### config.mk
export PLATFORM = sky130hd
export DESIGN_NAME = sat_alu_seq
export DESIGN_NICKNAME = d
export VERILOG_FILES = /design/src/rtl/sat_alu_seq.sv
export SDC_FILE = /design/constraint.sdc
export NUM_CORES = 1
export LEC_CHECK = 0
export ABC_AREA = 1
export CAP_MARGIN = 20
export CORE_UTILIZATION = 52
export CTS_BUF_LIST = sky130_fd_sc_hd__clkbuf_16
export DETAILED_ROUTE_END_ITERATION = 8
export GPL_ROUTABILITY_DRIVEN = 0
export PLACE_DENSITY = 0.82
export SYNTH_ARGS = -nofsm -noshare
export SYNTH_HDL_FRONTEND = slang
export SYNTH_SLANG_ARGS = --single-unit
### constraint.sdc
create_clock -name clk -period 4.1 [get_ports clk]
set_input_delay 0.82 -clock clk [delete_from_list [all_inputs] [get_ports clk]]
set_output_delay 0.82 -clock clk [all_outputs]
set_load 0.01 [all_outputs]
### src/rtl/sat_alu_seq.sv
// sat_alu_seq: multi-cycle saturating add/sub/packed-nibble-add unit.
// One NIB-bit nibble is summed per clock (LSB nibble first) through a
// carry-lookahead nibble adder; the nibble carry is registered and chained
// into the next nibble.  ADD/SUB saturate the full word on overflow of the
// top nibble; PADDSB saturates each nibble independently.
// Optional feature macro: SAT_ALU_SEQ_FLAGS_EN (registered Z/V/N flags).
// WIDTH must be a multiple of NIB.
module sat_alu_seq #(
  parameter int WIDTH = 16,
  parameter int NIB   = 4
) (
  input  logic             clk,
  input  logic             rst,
  input  logic             in_valid,
  output logic             in_ready,
  input  logic [WIDTH-1:0] a,
  input  logic [WIDTH-1:0] b,
  input  logic [1:0]       op,
  output logic             out_valid,
  input  logic             out_ready,
  output logic [WIDTH-1:0] result,
  output logic             flag_z,
  output logic             flag_v,
  output logic             flag_n
);

  localparam int NNIB = WIDTH / NIB;
  localparam int CW   = (NNIB > 1) ? $clog2(NNIB) : 1;

  localparam logic [CW-1:0]    LAST_CNT = CW'(NNIB - 1);
  localparam logic [CW-1:0]    CNT_ONE  = CW'(1);
  localparam logic [CW-1:0]    CNT_ZERO = {CW{1'b0}};
  localparam logic [1:0]       OP_SUB    = 2'b01;
  localparam logic [1:0]       OP_PADDSB = 2'b10;
  localparam logic [WIDTH-1:0] SAT_MAX  = {1'b0, {(WIDTH-1){1'b1}}};
  localparam logic [WIDTH-1:0] SAT_MIN  = {1'b1, {(WIDTH-1){1'b0}}};
  localparam logic [NIB-1:0]   NIB_MAX  = {1'b0, {(NIB-1){1'b1}}};
  localparam logic [NIB-1:0]   NIB_MIN  = {1'b1, {(NIB-1){1'b0}}};

  typedef logic [NNIB-1:0][NIB-1:0] nib_vec_t;

  typedef enum logic [1:0] {
    S_IDLE = 2'd0,
    S_CALC = 2'd1,
    S_DONE = 2'd2
  } state_t;

  // Carry-lookahead nibble adder: returns {ovfl, cout, sum}.
  // Overflow is the XOR of the carry into and out of the sign bit.
  function automatic logic [NIB+1:0] cla_nib(
    input logic [NIB-1:0] x,
    input logic [NIB-1:0] y,
    input logic           cin
  );
    logic [NIB-1:0] g;
    logic [NIB-1:0] p;
    logic [NIB:0]   c;
    g    = x & y;
    p    = x ^ y;
    c[0] = cin;
    for (int i = 0; i < NIB; i++) begin
      c[i+1] = g[i] | (p[i] & c[i]);
    end
    return {c[NIB] ^ c[NIB-1], c[NIB], p ^ c[NIB-1:0]};
  endfunction

  // Registered state
  state_t           r_state;
  logic [CW-1:0]    r_cnt;
  logic [WIDTH-1:0] r_a;
  logic [WIDTH-1:0] r_b;
  logic [1:0]       r_op;
  logic             r_carry;
  logic             r_sat;
  logic [WIDTH-1:0] r_result;
  logic             r_out_valid;
  logic             r_in_ready;

  // Combinational datapath
  nib_vec_t         w_a_vec;
  nib_vec_t         w_b_vec;
  nib_vec_t         w_res_vec;
  logic             w_is_sub;
  logic             w_is_paddsb;
  logic             w_first;
  logic             w_last;
  logic [NIB-1:0]   w_a_nib;
  logic [NIB-1:0]   w_b_nib;
  logic             w_cin;
  logic [NIB+1:0]   w_add;
  logic [NIB-1:0]   w_sum;
  logic             w_cout;
  logic             w_ovfl;
  logic [NIB-1:0]   w_nib_final;
  logic [WIDTH-1:0] w_result_next;
  logic             w_sat_next;

  assign w_a_vec = r_a;
  assign w_b_vec = r_b;

  // Select the current nibble, form the adder inputs and the next result word.
  always_comb begin
    w_is_sub      = 1'b0;
    w_is_paddsb   = 1'b0;
    w_first       = 1'b0;
    w_last        = 1'b0;
    w_a_nib       = {NIB{1'b0}};
    w_b_nib       = {NIB{1'b0}};
    w_cin         = 1'b0;
    w_add         = {(NIB+2){1'b0}};
    w_sum         = {NIB{1'b0}};
    w_cout        = 1'b0;
    w_ovfl        = 1'b0;
    w_nib_final   = {NIB{1'b0}};
    w_res_vec     = r_result;
    w_result_next = r_result;
    w_sat_next    = r_sat;

    w_is_sub    = (r_op == OP_SUB);
    w_is_paddsb = (r_op == OP_PADDSB);
    w_first     = (r_cnt == CNT_ZERO);
    w_last      = (r_cnt == LAST_CNT);
    w_a_nib     = w_a_vec[r_cnt];

    // SUB is A + ~B + 1: invert B here, the +1 enters as cin of nibble 0.
    if (w_is_sub) begin
      w_b_nib = ~w_b_vec[r_cnt];
    end else begin
      w_b_nib = w_b_vec[r_cnt];
    end

    // Packed nibbles are independent lanes, so no carry ever chains.
    if (w_is_paddsb) begin
      w_cin = 1'b0;
    end else if (w_first) begin
      w_cin = w_is_sub;
    end else begin
      w_cin = r_carry;
    end

    w_add  = cla_nib(w_a_nib, w_b_nib, w_cin);
    w_sum  = w_add[NIB-1:0];
    w_cout = w_add[NIB];
    w_ovfl = w_add[NIB+1];

    // Per-lane clamp for PADDSB toward the sign of the A nibble.
    if (w_is_paddsb && w_ovfl) begin
      if (w_a_nib[NIB-1]) begin
        w_nib_final = NIB_MIN;
      end else begin
        w_nib_final = NIB_MAX;
      end
    end else begin
      w_nib_final = w_sum;
    end

    w_res_vec[r_cnt] = w_nib_final;
    w_result_next    = w_res_vec;

    // ADD/SUB: only the top nibble's overflow matters; it clamps the whole word.
    if (!w_is_paddsb && w_last && w_ovfl) begin
      if (r_a[WIDTH-1]) begin
        w_result_next = SAT_MIN;
      end else begin
        w_result_next = SAT_MAX;
      end
      w_sat_next = 1'b1;
    end else if (w_is_paddsb && w_ovfl) begin
      w_sat_next = 1'b1;
    end else begin
      w_sat_next = r_sat;
    end
  end

  // Control FSM: accept, nibble-serial compute, hold result until consumed.
  always_ff @(posedge clk or posedge rst) begin
    if (rst) begin
      r_state     <= S_IDLE;
      r_cnt       <= CNT_ZERO;
      r_a         <= {WIDTH{1'b0}};
      r_b         <= {WIDTH{1'b0}};
      r_op        <= 2'b00;
      r_carry     <= 1'b0;
      r_sat       <= 1'b0;
      r_result    <= {WIDTH{1'b0}};
      r_out_valid <= 1'b0;
      r_in_ready  <= 1'b1;
    end else begin
      case (r_state)
        S_IDLE: begin
          if (in_valid && r_in_ready) begin
            r_a        <= a;
            r_b        <= b;
            r_op       <= op;
            r_cnt      <= CNT_ZERO;
            r_carry    <= 1'b0;
            r_sat      <= 1'b0;
            r_in_ready <= 1'b0;
            r_state    <= S_CALC;
          end else begin
            r_in_ready <= 1'b1;
          end
        end
        S_CALC: begin
          r_result <= w_result_next;
          r_carry  <= w_cout;
          r_sat    <= w_sat_next;
          if (w_last) begin
            r_cnt       <= CNT_ZERO;
            r_out_valid <= 1'b1;
            r_state     <= S_DONE;
          end else begin
            r_cnt <= r_cnt + CNT_ONE;
          end
        end
        S_DONE: begin
          if (out_ready) begin
            r_out_valid <= 1'b0;
            r_in_ready  <= 1'b1;
            r_state     <= S_IDLE;
          end else begin
            r_out_valid <= 1'b1;
          end
        end
        default: begin
          r_out_valid <= 1'b0;
          r_in_ready  <= 1'b1;
          r_state     <= S_IDLE;
        end
      endcase
    end
  end

`ifdef SAT_ALU_SEQ_FLAGS_EN
  logic r_flag_z;
  logic r_flag_v;
  logic r_flag_n;

  // Capture Z/V/N from the final word on the edge that enters DONE; hold otherwise.
  always_ff @(posedge clk or posedge rst) begin
    if (rst) begin
      r_flag_z <= 1'b0;
      r_flag_v <= 1'b0;
      r_flag_n <= 1'b0;
    end else if ((r_state == S_CALC) && w_last) begin
      r_flag_z <= (w_result_next == {WIDTH{1'b0}});
      r_flag_v <= w_sat_next;
      r_flag_n <= w_result_next[WIDTH-1];
    end else begin
      r_flag_z <= r_flag_z;
      r_flag_v <= r_flag_v;
      r_flag_n <= r_flag_n;
    end
  end

  assign flag_z = r_flag_z;
  assign flag_v = r_flag_v;
  assign flag_n = r_flag_n;
`else
  assign flag_z = 1'b0;
  assign flag_v = 1'b0;
  assign flag_n = 1'b0;
`endif

  // in_ready is forced low while reset is held, so nothing is offered mid-reset.
  assign in_ready  = r_in_ready & ~rst;
  assign out_valid = r_out_valid;
  assign result    = r_result;

endmodule

==> results.py <==
metrics = {
    "cts": {
        "numCtsBuffers": 9,
        "clk_path_buf_depth": 2,
        "clk_pin_slew_worst_paths_ps": 50,
        "clk_latency_ps": 330,
        "postCtsSetupRepairBufs": 0,
        "h-tree-depth": 3,
        "hold_buffers": 0,
        "clkSinkCount": 57,
        "cts_resized": 0,
        "cts.root.buffer_cell": "clkbuf_16",
        "cts_tree": "yes",
    },
    "outcome": {
        "status": "finished, final reports clean",
    },
    "synth": {
        "synthesis.area_mm2": 0.002994,
        "ys_seq_area_share_pct": 47.68,
        "synth.avg_cell_area_um2": 9.386,
        "yosys_warnings": 0,
        "ys_types": 27,
        "ys_ff_latch": 57,
        "syn_inst": 319,
    },
    "power": {
        "peakVddDrop_mv": 0.6263,
        "leakagePower_nw": 1.784,
        "power_w": 0.003730,
        "power.density_mw_per_mm2": 974.7,
    },
    "sta": {
        "hold_viol": 0,
        "max_slew.worst_pin.slew_ps": 650.7,
        "fin_skew_ps": 5.073,
        "setup_tns_ps": 0,
        "grt_setup_unrepaired": "no",
        "min_period_ps": 3792,
        "clock.fmax_mhz": 263.7,
        "finalWorstSetupSlack_ps": 307.9,
        "max_slew_margin_pct": 56.56,
        "fin_crit_sh_pct": 92.49,
        "timing.hold.ws_ps": 477.3,
        "finalMaxSlewViolations": 0,
        "finalSetupViolCount": 0,
    },
    "setup_path": {
        "timing.rr.start": "r_cnt[1]",
        "critPathKind": "reg -> reg",
        "cp-end-kind": "flip-flop",
        "crit_start": "r_cnt[1]",
        "crit_arrival_ps": 4020,
        "r2r_slack_ps": 310,
        "crit_required_ps": 4320,
        "critPathLaunchType": "flip-flop",
        "cp_max_fo": 15,
    },
    "min_path": {
        "hold_path_class": "reg -> reg",
        "worstHoldStart": "result[15]",
    },
    "detailed_routing": {
        "route.met2.wl_um": 3110,
        "wl_met1_um": 2595,
        "ant_nets": 0,
        "post_drt_via_cell_ratio": 5.346,
        "drcViolationCount": 0,
        "wirelength_um": 6281,
        "first_iter_violations": 150,
        "vias": 2427,
        "wl_per_cell_um": 13.83,
        "dr_wl_met3_um": 370,
        "dr.max_layer_used": "met4",
        "firstDrtPassIters": 5,
    },
    "die": {
        "io_pins": 59,
        "die_x_um": 77.88,
        "rows": 27,
        "core_area_mm2": 0.005540,
        "dieArea_mm2": 0.006065,
        "die_h_um": 77.88,
        "initial_utilization_pct": 54.04,
    },
    "job": {
        "cap_viol_max_count": 0,
    },
    "global_routing": {
        "grt_pass1_wl_um": 10740,
        "grt_usage_pct": 23.28,
        "grt_pass1_vias": 2415,
        "grt_overflow": 0,
        "antenna_found_initial": 0,
        "grt_start_max_net_pins": 36,
    },
    "cells_and_area": {
        "drive_above_1_share_pct": 8.115,
        "fin_nets": 427,
        "n_fill_cell": 430,
        "diodes": 0,
        "utilization_pct": 69.08,
        "syn2layout_area_growth_pct": 27.83,
    },
    "placement": {
        "dpl_worst_slack_ps": 424.3,
        "port-buffer-count": 55,
        "hpwlAfterDp_um": 4579,
    },
}
-- state kept, by name (all words and copies together) (netlist names) --
register and count:
r_op 2, result 16, out_valid 1, r_in_ready 1
r_cnt 2, r_carry 1, r_state 2, r_b 16
r_a 16
-- routing by layer --
metal | global-route usage, % | vias to the layer above
met1 | 28.12 | 1144
met3 | 5.647 | 20
met2 | 37.79 | 99
li1 | - | 1164
met4 | 13.58 | 0
met5 | 0 | -
-- placed cells by master, fill, tap and decap left out --
| cell | instances |
|---|---|
| o21ai_0 | 8 |
| inv_2 | 7 |
| clkinv_1 | 2 |
| nor2_1 | 33 |
| dfrtp_1 | 56 |
| o211ai_1 | 1 |
| nand4_1 | 1 |
| a32o_1 | 3 |
| dfstp_2 | 1 |
| clkinv_2 | 3 |
| clkbuf_16 | 9 |
| a22oi_1 | 1 |
| nand3_4 | 1 |
| xnor2_1 | 1 |
| nand2_4 | 3 |
| conb_1 | 3 |
| xor2_1 | 3 |
| a21oi_1 | 28 |
| mux2_1 | 30 |
| nand2_1 | 66 |
| clkdlybuf4s50_1 | 55 |
| inv_4 | 1 |
| fa_1 | 4 |
| nand3_1 | 30 |
| buf_4 | 4 |
| inv_1 | 18 |
| ha_1 | 8 |
| nand2_2 | 2 |
-- area by class of cell --
class | count | area, µm² | share of cell area [%]
Sequential cell | 57 | 1428 | 37.30
Multi-Input combinational cell | 226 | 1381 | 36.09
Timing Repair Buffer | 59 | 580.6 | 15.17
Clock buffer | 9 | 225.2 | 5.884
Inverter | 24 | 92.59 | 2.419
Tap cell | 72 | 90.09 | 2.354
Clock inverter | 7 | 30.03 | 0.7846
-- power by group --
part	switching [W]	internal [W]	total (W)
sequential	0.000159	0.000859	0.00102
clock	0.000239	0.000394	0.000634
combinational	0.00125	0.000829	0.00208
total	0.00165	0.00208	0.00373
-- worst paths after layout --
check | end | depth (start not counted)
min reg2reg | result[15] | 2
max reg2reg | result[15] | 19
min | result[15] | 2
max | result[15] | 19
max in group asynchronous | r_b[4] | 3
min in group asynchronous | r_a[13] | 2
-- critical path: stages, from the launching register on --
cell and delay (ps):
dfrtp_1 380, inv_2 230, ha_1 210, inv_1 70, a21oi_1 140, o21ai_0 120
fa_1 430, fa_1 420, fa_1 430, inv_2 110, fa_1 260, inv_2 50
nand2_1 50, nand2_1 80, nor2_1 220, nand2_1 180, nand3_1 110, nand2_1 60
nand2_1 60, nand2_1 40
-- logic make-up (layout without fill, tap and decap cells) --
group | Yosys count | after routing | synth area share [%]
buf+inv | 38 | 99 | 6.435
flops | 57 | 57 | 47.68
simple gates | 136 | 136 | 19.77
compound gates | 41 | 41 | 7.522
mux | 30 | 30 | 11.28
xor+xnor | 4 | 4 | 1.170
fa+ha+maj | 12 | 12 | 6.018
other cells | 1 | 3 | 0.1252
-- cells in the mapped netlist --
master,count,area [µm²]
a21oi_1,28,140.1
a22oi_1,1,7.510
a32o_1,3,30.03
buf_2,8,40.04
buf_4,3,22.52
buf_6,2,22.52
buf_8,1,15.01
conb_1,1,3.750
dfrtp_1,56,1401
dfstp_2,1,26.28
fa_1,4,80.08
ha_1,8,100.1
inv_1,17,63.81
inv_2,6,22.52
inv_4,1,6.260
mux2_1,30,337.8
nand2_1,66,247.7
nand2_2,2,12.51
nand2_4,3,33.78
nand3_1,30,150.1
nand3_4,1,17.52
nand4_1,1,6.260
nor2_1,33,123.9
o211ai_1,1,7.510
o21ai_0,8,40.04
xnor2_1,1,8.760
xor2_1,3,26.28
-- stage by stage --
stage	cells	instance area [µm²]
final	454	3827
after global routing	454	3827
after CTS	454	3827
after detailed placement	438	3572
after global placement	438	3572
after floorplan	321	3002
Power figures use the tool's default switching activity.
